`src/rtl/loader_pkg.sv`:
```
// Shared definitions for the boot-time program loader.
// State encodings, byte width and default geometry of the instruction memory.
package loader_pkg;

   localparam int BYTE_W        = 8;
   localparam int DEF_ADDR_STEP = 8;
   localparam int DEF_MAX_WORDS = 32;

   typedef logic [2:0] loaderState_t;

   localparam loaderState_t IDLE = 3'd0;
   localparam loaderState_t HI   = 3'd1;
   localparam loaderState_t LO   = 3'd2;
   localparam loaderState_t CHK  = 3'd3;
   localparam loaderState_t DONE = 3'd4;
   localparam loaderState_t ERR  = 3'd5;

endpackage

```
`src/rtl/byte_packer.sv`:
```
// Packs a high/low byte pair into one instruction word.
// The high byte is held until the low byte arrives; the finished word and a
// one-cycle wordValid pulse appear on the cycle after the low byte strobe.
module byte_packer
   import loader_pkg::*;
#(
   parameter int INSTR_W = 16
) (
   input  logic               clk,
   input  logic               rst,
   input  logic [BYTE_W-1:0]  byteIn,
   input  logic               hiStrobe,
   input  logic               loStrobe,
   output logic [INSTR_W-1:0] word,
   output logic               wordValid
);

   logic [BYTE_W-1:0] hiReg;

   // Hold the high byte, then register the assembled word with a single-cycle valid.
   always_ff @(posedge clk) begin
      if (!rst) begin
         hiReg     <= '0;
         word      <= '0;
         wordValid <= 1'b0;
      end else begin
         wordValid <= loStrobe;
         if (hiStrobe) begin
            hiReg <= byteIn;
         end
         if (loStrobe) begin
            word <= INSTR_W'({hiReg, byteIn});
         end
      end
   end

endmodule

```
`src/rtl/program_loader.sv`:
```
// Boot-time program loader in front of the processor's instruction memory.
// Stream: header N, then N high/low byte pairs; with LOADER_CHECKSUM_EN
// defined a trailing checksum byte (XOR of header and data) is also checked.
// The processor is held in reset (cpu_rst low) until the image is loaded.
module program_loader
   import loader_pkg::*;
#(
   parameter int ADDR_W    = 8,
   parameter int INSTR_W   = 16,
   parameter int ADDR_STEP = DEF_ADDR_STEP,
   parameter int BASE_ADDR = 0,
   parameter int MAX_WORDS = DEF_MAX_WORDS
) (
   input  logic               clk,
   input  logic               rst,
   input  logic [7:0]         in_data,
   input  logic               in_valid,
   output logic               in_ready,
   input  logic               reload,
   output logic               imem_we,
   output logic [ADDR_W-1:0]  imem_addr,
   output logic [INSTR_W-1:0] imem_wdata,
   output logic               cpu_rst,
   output logic               done,
   output logic               error,
   output logic [5:0]         word_count
);

   loaderState_t      stateReg;
   logic [5:0]        numWordsReg;
   logic [5:0]        wordCountReg;
   logic [ADDR_W-1:0] addrReg;
   logic              cpuRstReg;
   logic              accept;
   logic              lastWord;
`ifdef LOADER_CHECKSUM_EN
   logic [7:0]        chkReg;
`endif

   // A byte moves only when both sides agree; no back-pressure while loading.
   always_comb begin
      in_ready = (stateReg != DONE) && (stateReg != ERR);
      accept   = in_valid && in_ready;
      lastWord = (wordCountReg + 6'd1) == numWordsReg;
   end

   byte_packer #(
      .INSTR_W (INSTR_W)
   ) uPacker (
      .clk       (clk),
      .rst       (rst),
      .byteIn    (in_data),
      .hiStrobe  (accept && (stateReg == HI)),
      .loStrobe  (accept && (stateReg == LO)),
      .word      (imem_wdata),
      .wordValid (imem_we)
   );

   // Loader FSM, word counter, write address and processor-release register.
   always_ff @(posedge clk) begin
      if (!rst) begin
         stateReg     <= IDLE;
         numWordsReg  <= '0;
         wordCountReg <= '0;
         addrReg      <= ADDR_W'(BASE_ADDR);
         cpuRstReg    <= 1'b0;
`ifdef LOADER_CHECKSUM_EN
         chkReg       <= '0;
`endif
      end else begin
         // Address moves on once the current write has been presented.
         if (imem_we) begin
            addrReg <= addrReg + ADDR_W'(ADDR_STEP);
         end
         // Release the processor one cycle after DONE is entered.
         cpuRstReg <= (stateReg == DONE);

         case (stateReg)
            IDLE: begin
               if (accept) begin
                  if ((in_data == 8'd0) || (in_data > 8'(MAX_WORDS))) begin
                     stateReg <= ERR;
                  end else begin
                     numWordsReg <= in_data[5:0];
                     stateReg    <= HI;
                  end
`ifdef LOADER_CHECKSUM_EN
                  chkReg <= in_data;
`endif
               end
            end
            HI: begin
               if (accept) begin
                  stateReg <= LO;
`ifdef LOADER_CHECKSUM_EN
                  chkReg <= chkReg ^ in_data;
`endif
               end
            end
            LO: begin
               if (accept) begin
                  wordCountReg <= wordCountReg + 6'd1;
`ifdef LOADER_CHECKSUM_EN
                  chkReg   <= chkReg ^ in_data;
                  stateReg <= lastWord ? CHK : HI;
`else
                  stateReg <= lastWord ? DONE : HI;
`endif
               end
            end
`ifdef LOADER_CHECKSUM_EN
            CHK: begin
               if (accept) begin
                  stateReg <= (in_data == chkReg) ? DONE : ERR;
               end
            end
`endif
            DONE, ERR: begin
               if (reload) begin
                  stateReg     <= IDLE;
                  wordCountReg <= '0;
                  addrReg      <= ADDR_W'(BASE_ADDR);
                  cpuRstReg    <= 1'b0;
               end
            end
            default: begin
               stateReg <= IDLE;
            end
         endcase
      end
   end

   // Status outputs derived from state and registers.
   always_comb begin
      imem_addr  = addrReg;
      cpu_rst    = cpuRstReg;
      done       = (stateReg == DONE);
      error      = (stateReg == ERR);
      word_count = wordCountReg;
   end

endmodule

```
`config.mk`:
```
export PLATFORM = sky130hd
export DESIGN_NAME = program_loader
export DESIGN_NICKNAME = d
export VERILOG_FILES = /design/src/rtl/loader_pkg.sv /design/src/rtl/byte_packer.sv /design/src/rtl/program_loader.sv
export SDC_FILE = /design/constraint.sdc
export NUM_CORES = 1
export LEC_CHECK = 0
export BUFFER_PORTS_ARGS = -buffer_cell sky130_fd_sc_hd__buf_2
export CAP_MARGIN = 20
export CORE_UTILIZATION = 45
export DETAILED_ROUTE_END_ITERATION = 10
export PLACE_DENSITY_LB_ADDON = 0.12
export SETUP_SLACK_MARGIN = 0.5
export SLEW_MARGIN = 0
export SYNTH_ARGS = -nofsm -noshare
export SYNTH_HDL_FRONTEND = slang
export SYNTH_SLANG_ARGS = --single-unit
```
`constraint.sdc`:
```
create_clock -name clk -period 1.7 [get_ports clk]
set_input_delay 0.255 -clock clk [delete_from_list [all_inputs] [get_ports clk]]
set_output_delay 0.255 -clock clk [all_outputs]
set_load 0.1 [all_outputs]
```
==> impl_metrics.tcl <==
set metrics [dict create \
    clkPwrFrac_pct 34.4 \
    viasPerCell 5.23 \
    stdcell_area_mm2 0.00321 \
    power.switching_uw 628 \
    drt_first_pass_iters 4 \
    final_hold_viol_count 0 \
    clk_latency_ns 0.30 \
    fin_skew_ns 0.00843 \
    synth_top_cell_area_share_pct 44.2 \
    crit_fanout 3 \
    avgSynthCellArea_um2 8.95 \
    cts_max_level 2 \
    design.die.area_mm2 0.00491 \
    coreArea_mm2 0.00441 \
    yosys-top-cells-area "dfxtp_1 (44%), nand2_1 (9.0%), mux2i_1 (7.7%), a21boi_0 (7.2%), nor2b_1 (3.6%)" \
    diodes 0 \
    placed_area_mm2 0.00249 \
    synth-seq-area-share_pct 44.2 \
    grt_pass1_wl_um 8220 \
    start_util_pct 47.2 \
    drt_iter0_markers 104 \
    ys_ff_latch 46 \
    synthToLayoutAreaGrowth_pct 54.0 \
    r2r.worst_path.cells 5 \
    combPwrFrac_pct 17.4 \
    worst_ep_required_time_ns 1.93 \
    final.setup.tns_ns 0 \
    sw_frac_of_total_pct 27.4 \
    hp-class "in -> reg" \
    nets 312 \
    rsz0062_at_grt "yes" \
    drc_errors 0 \
    path_clk_slew_ns 0.09 \
    p_total_uw 2290 \
    wire_per_inst_um 14.8 \
    grt-ovfl-total 0 \
    layout-drive-gt1-share_pct 49.5 \
    ir_worst_vdd_mv 0.420 \
    yosysWarningCount 0 \
    track_usage_pct 21.1 \
    cts.path.max_buffers 2 \
    grt_max_degree 47 \
    post-route-period-util_pct 91.7 \
    cts_tree "built" \
    slew_viol_final 0 \
    p_int_uw 1660 \
    p_per_area_mw_per_mm2 714 \
    ant_nets 0 \
    ys_types 37 \
    fp.dieH_um 70.1 \
    maxCapViolCount 0 \
    wl_um 5190 \
    io_buffers 43 \
    cts.sinks 46 \
    cp_slowest_cell "or4_1" \
    cts_buffers 5 \
    min_period_ns 1.56 \
    path_cells "ha_4 -> xnor2_2 -> xnor2_1 -> or4_1 -> o21ai_1" \
    cpPeakStageDelay_ns 0.54 \
    final_common_cell "nand2_1" \
    netlist_instances 233 \
    vias 1837 \
    worstSetupPathType "reg -> reg" \
    cts_hold_repair.buffers 0 \
    layout_common_cells "nand2_1 (35), buf_4 (25), buf_6 (24)" \
    place.gp.congestion 0.820 \
    endpoint_kind "flip-flop" \
    start_kind "flip-flop" \
    row_count 24 \
    grt_pass1_vias 1732 \
    crit_arrival_ns 1.79 \
    setup_violations 0 \
    hpwl_um 3130 \
    status "complete, no violations" \
    hold_depth 3 \
    fp.dieW_um 70.1 \
    antenna_found_initial 0 \
    pin_count 47 \
    syn-cell-area_mm2 0.00208 \
    p_leak_uw 0.00125 \
    yosysTopAreaCell "dfxtp_1" \
    p_seq_share_pct 48.2 \
    max_freq_ghz 0.641 \
    cts-root-buf "clkbuf_8" \
]
==> kinds of logic (layout without fill, tap and decap cells) <==
group | Yosys count | count (layout) | share of synthesized area [%]
AO/OA/AOI/OAI | 35 | 35 | 11.7
other | 1 | 3 | 0.180
flip-flops | 46 | 46 | 44.2
buffers and inverters | 16 | 80 | 3.66
adder cells (fa/ha/maj) | 2 | 2 | 1.20
XOR/XNOR | 14 | 14 | 5.88
AND/OR/NAND/NOR | 103 | 103 | 25.5
multiplexers | 16 | 16 | 7.68
==> power by group through the flow <==
stage          registers (µW)  clock network, µW  logic (µW)
2_1_floorplan            1160                  0         212
3_3_place_gp             1130                  0         310
3_5_place_dp             1130                  0         311
4_1_cts                  1100                810         376
5_1_grt                  1110                838         419
6_report                 1100                789         398
==> layout make-up <==
class / instances / area (µm²)
multi-input combinational: 173 / 1290
fill: 319 / 1200
sequential: 46 / 985
timing repair buffer: 70 / 748
clock buffer: 8 / 111
tap: 52 / 65.1
inverter: 2 / 11.3
==> per-layer routing <==
metal	wire [µm]	track usage [%]
met5	0	0
met4	40	6.00
met3	225	4.62
met2	2620	36.5
met1	2300	26.4
==> what timing repair did <==
item	CTS	global route
pin swaps	22	20
cloned	2	0
gates resized for setup	87	38
endpoints found under the setup margin	71	54
endpoints found under the hold margin	0	0
setup buffers	14	4
==> stage by stage <==
stage               cells  hold slack, ns  setup slack (ns)  utilization [%]
finish                351           0.214             0.141             72.7
global route          351           0.214            0.0964             72.7
CTS                   347           0.208             0.152             69.0
detailed placement    323           0.441           -0.0298             56.5
global placement      323           0.436            0.0190             56.5
floorplan             235           0.382            -0.236                -
==> Yosys cell counts, drive strengths merged <==
cell type  count
a21boi        20
a21oi          6
nor3b          1
o21ai          6
nand2b         1
mux2i         16
xor2           7
nor2          11
a41oi          1
clkbuf         7
nor4           1
nor3           4
and4           1
or3            2
a31oi          1
dfxtp         46
nand3          4
and4bb         1
a22oi          1
nand4          2
nor4bb         1
or2            1
conb           1
xnor2          7
or4            3
buf            7
and3b          1
inv            2
nand2         50
and2           5
nor2b         12
ha             2
nand4bb        2
==> sequential cells by signal (all words and copies together), names as in the netlist <==
| name | cells |
|---|---|
| cpu_rst | 1 |
| imem_addr | 5 |
| numWordsReg | 6 |
| stateReg | 3 |
| uPacker.hiReg | 8 |
| uPacker.word | 16 |
| uPacker.wordValid | 1 |
| word_count | 6 |
==> worst max-delay path: cells and delay by family, from the launching register on <==
kind / cells / cell delay, ns
compound gates: 1 / 0.13
xor+xnor: 2 / 0.28
fa+ha+maj: 1 / 0.17
flops: 1 / 0.37
simple gates: 1 / 0.54
==> path summary, 6_finish.rpt <==
path,slack (ns),endpoint,startpoint
max,0.14,stateReg[2]$_SDFFE_PN0P_,word_count[1]$_SDFFE_PN0P_
min,0.21,uPacker.word[4]$_SDFFE_PN0P_,in_data[4]
max reg2reg,0.14,stateReg[2]$_SDFFE_PN0P_,word_count[1]$_SDFFE_PN0P_
min reg2reg,0.45,uPacker.word[8]$_SDFFE_PN0P_,uPacker.hiReg[0]$_SDFFE_PN0P_
No activity file was read; power rests on OpenSTA's default activity.
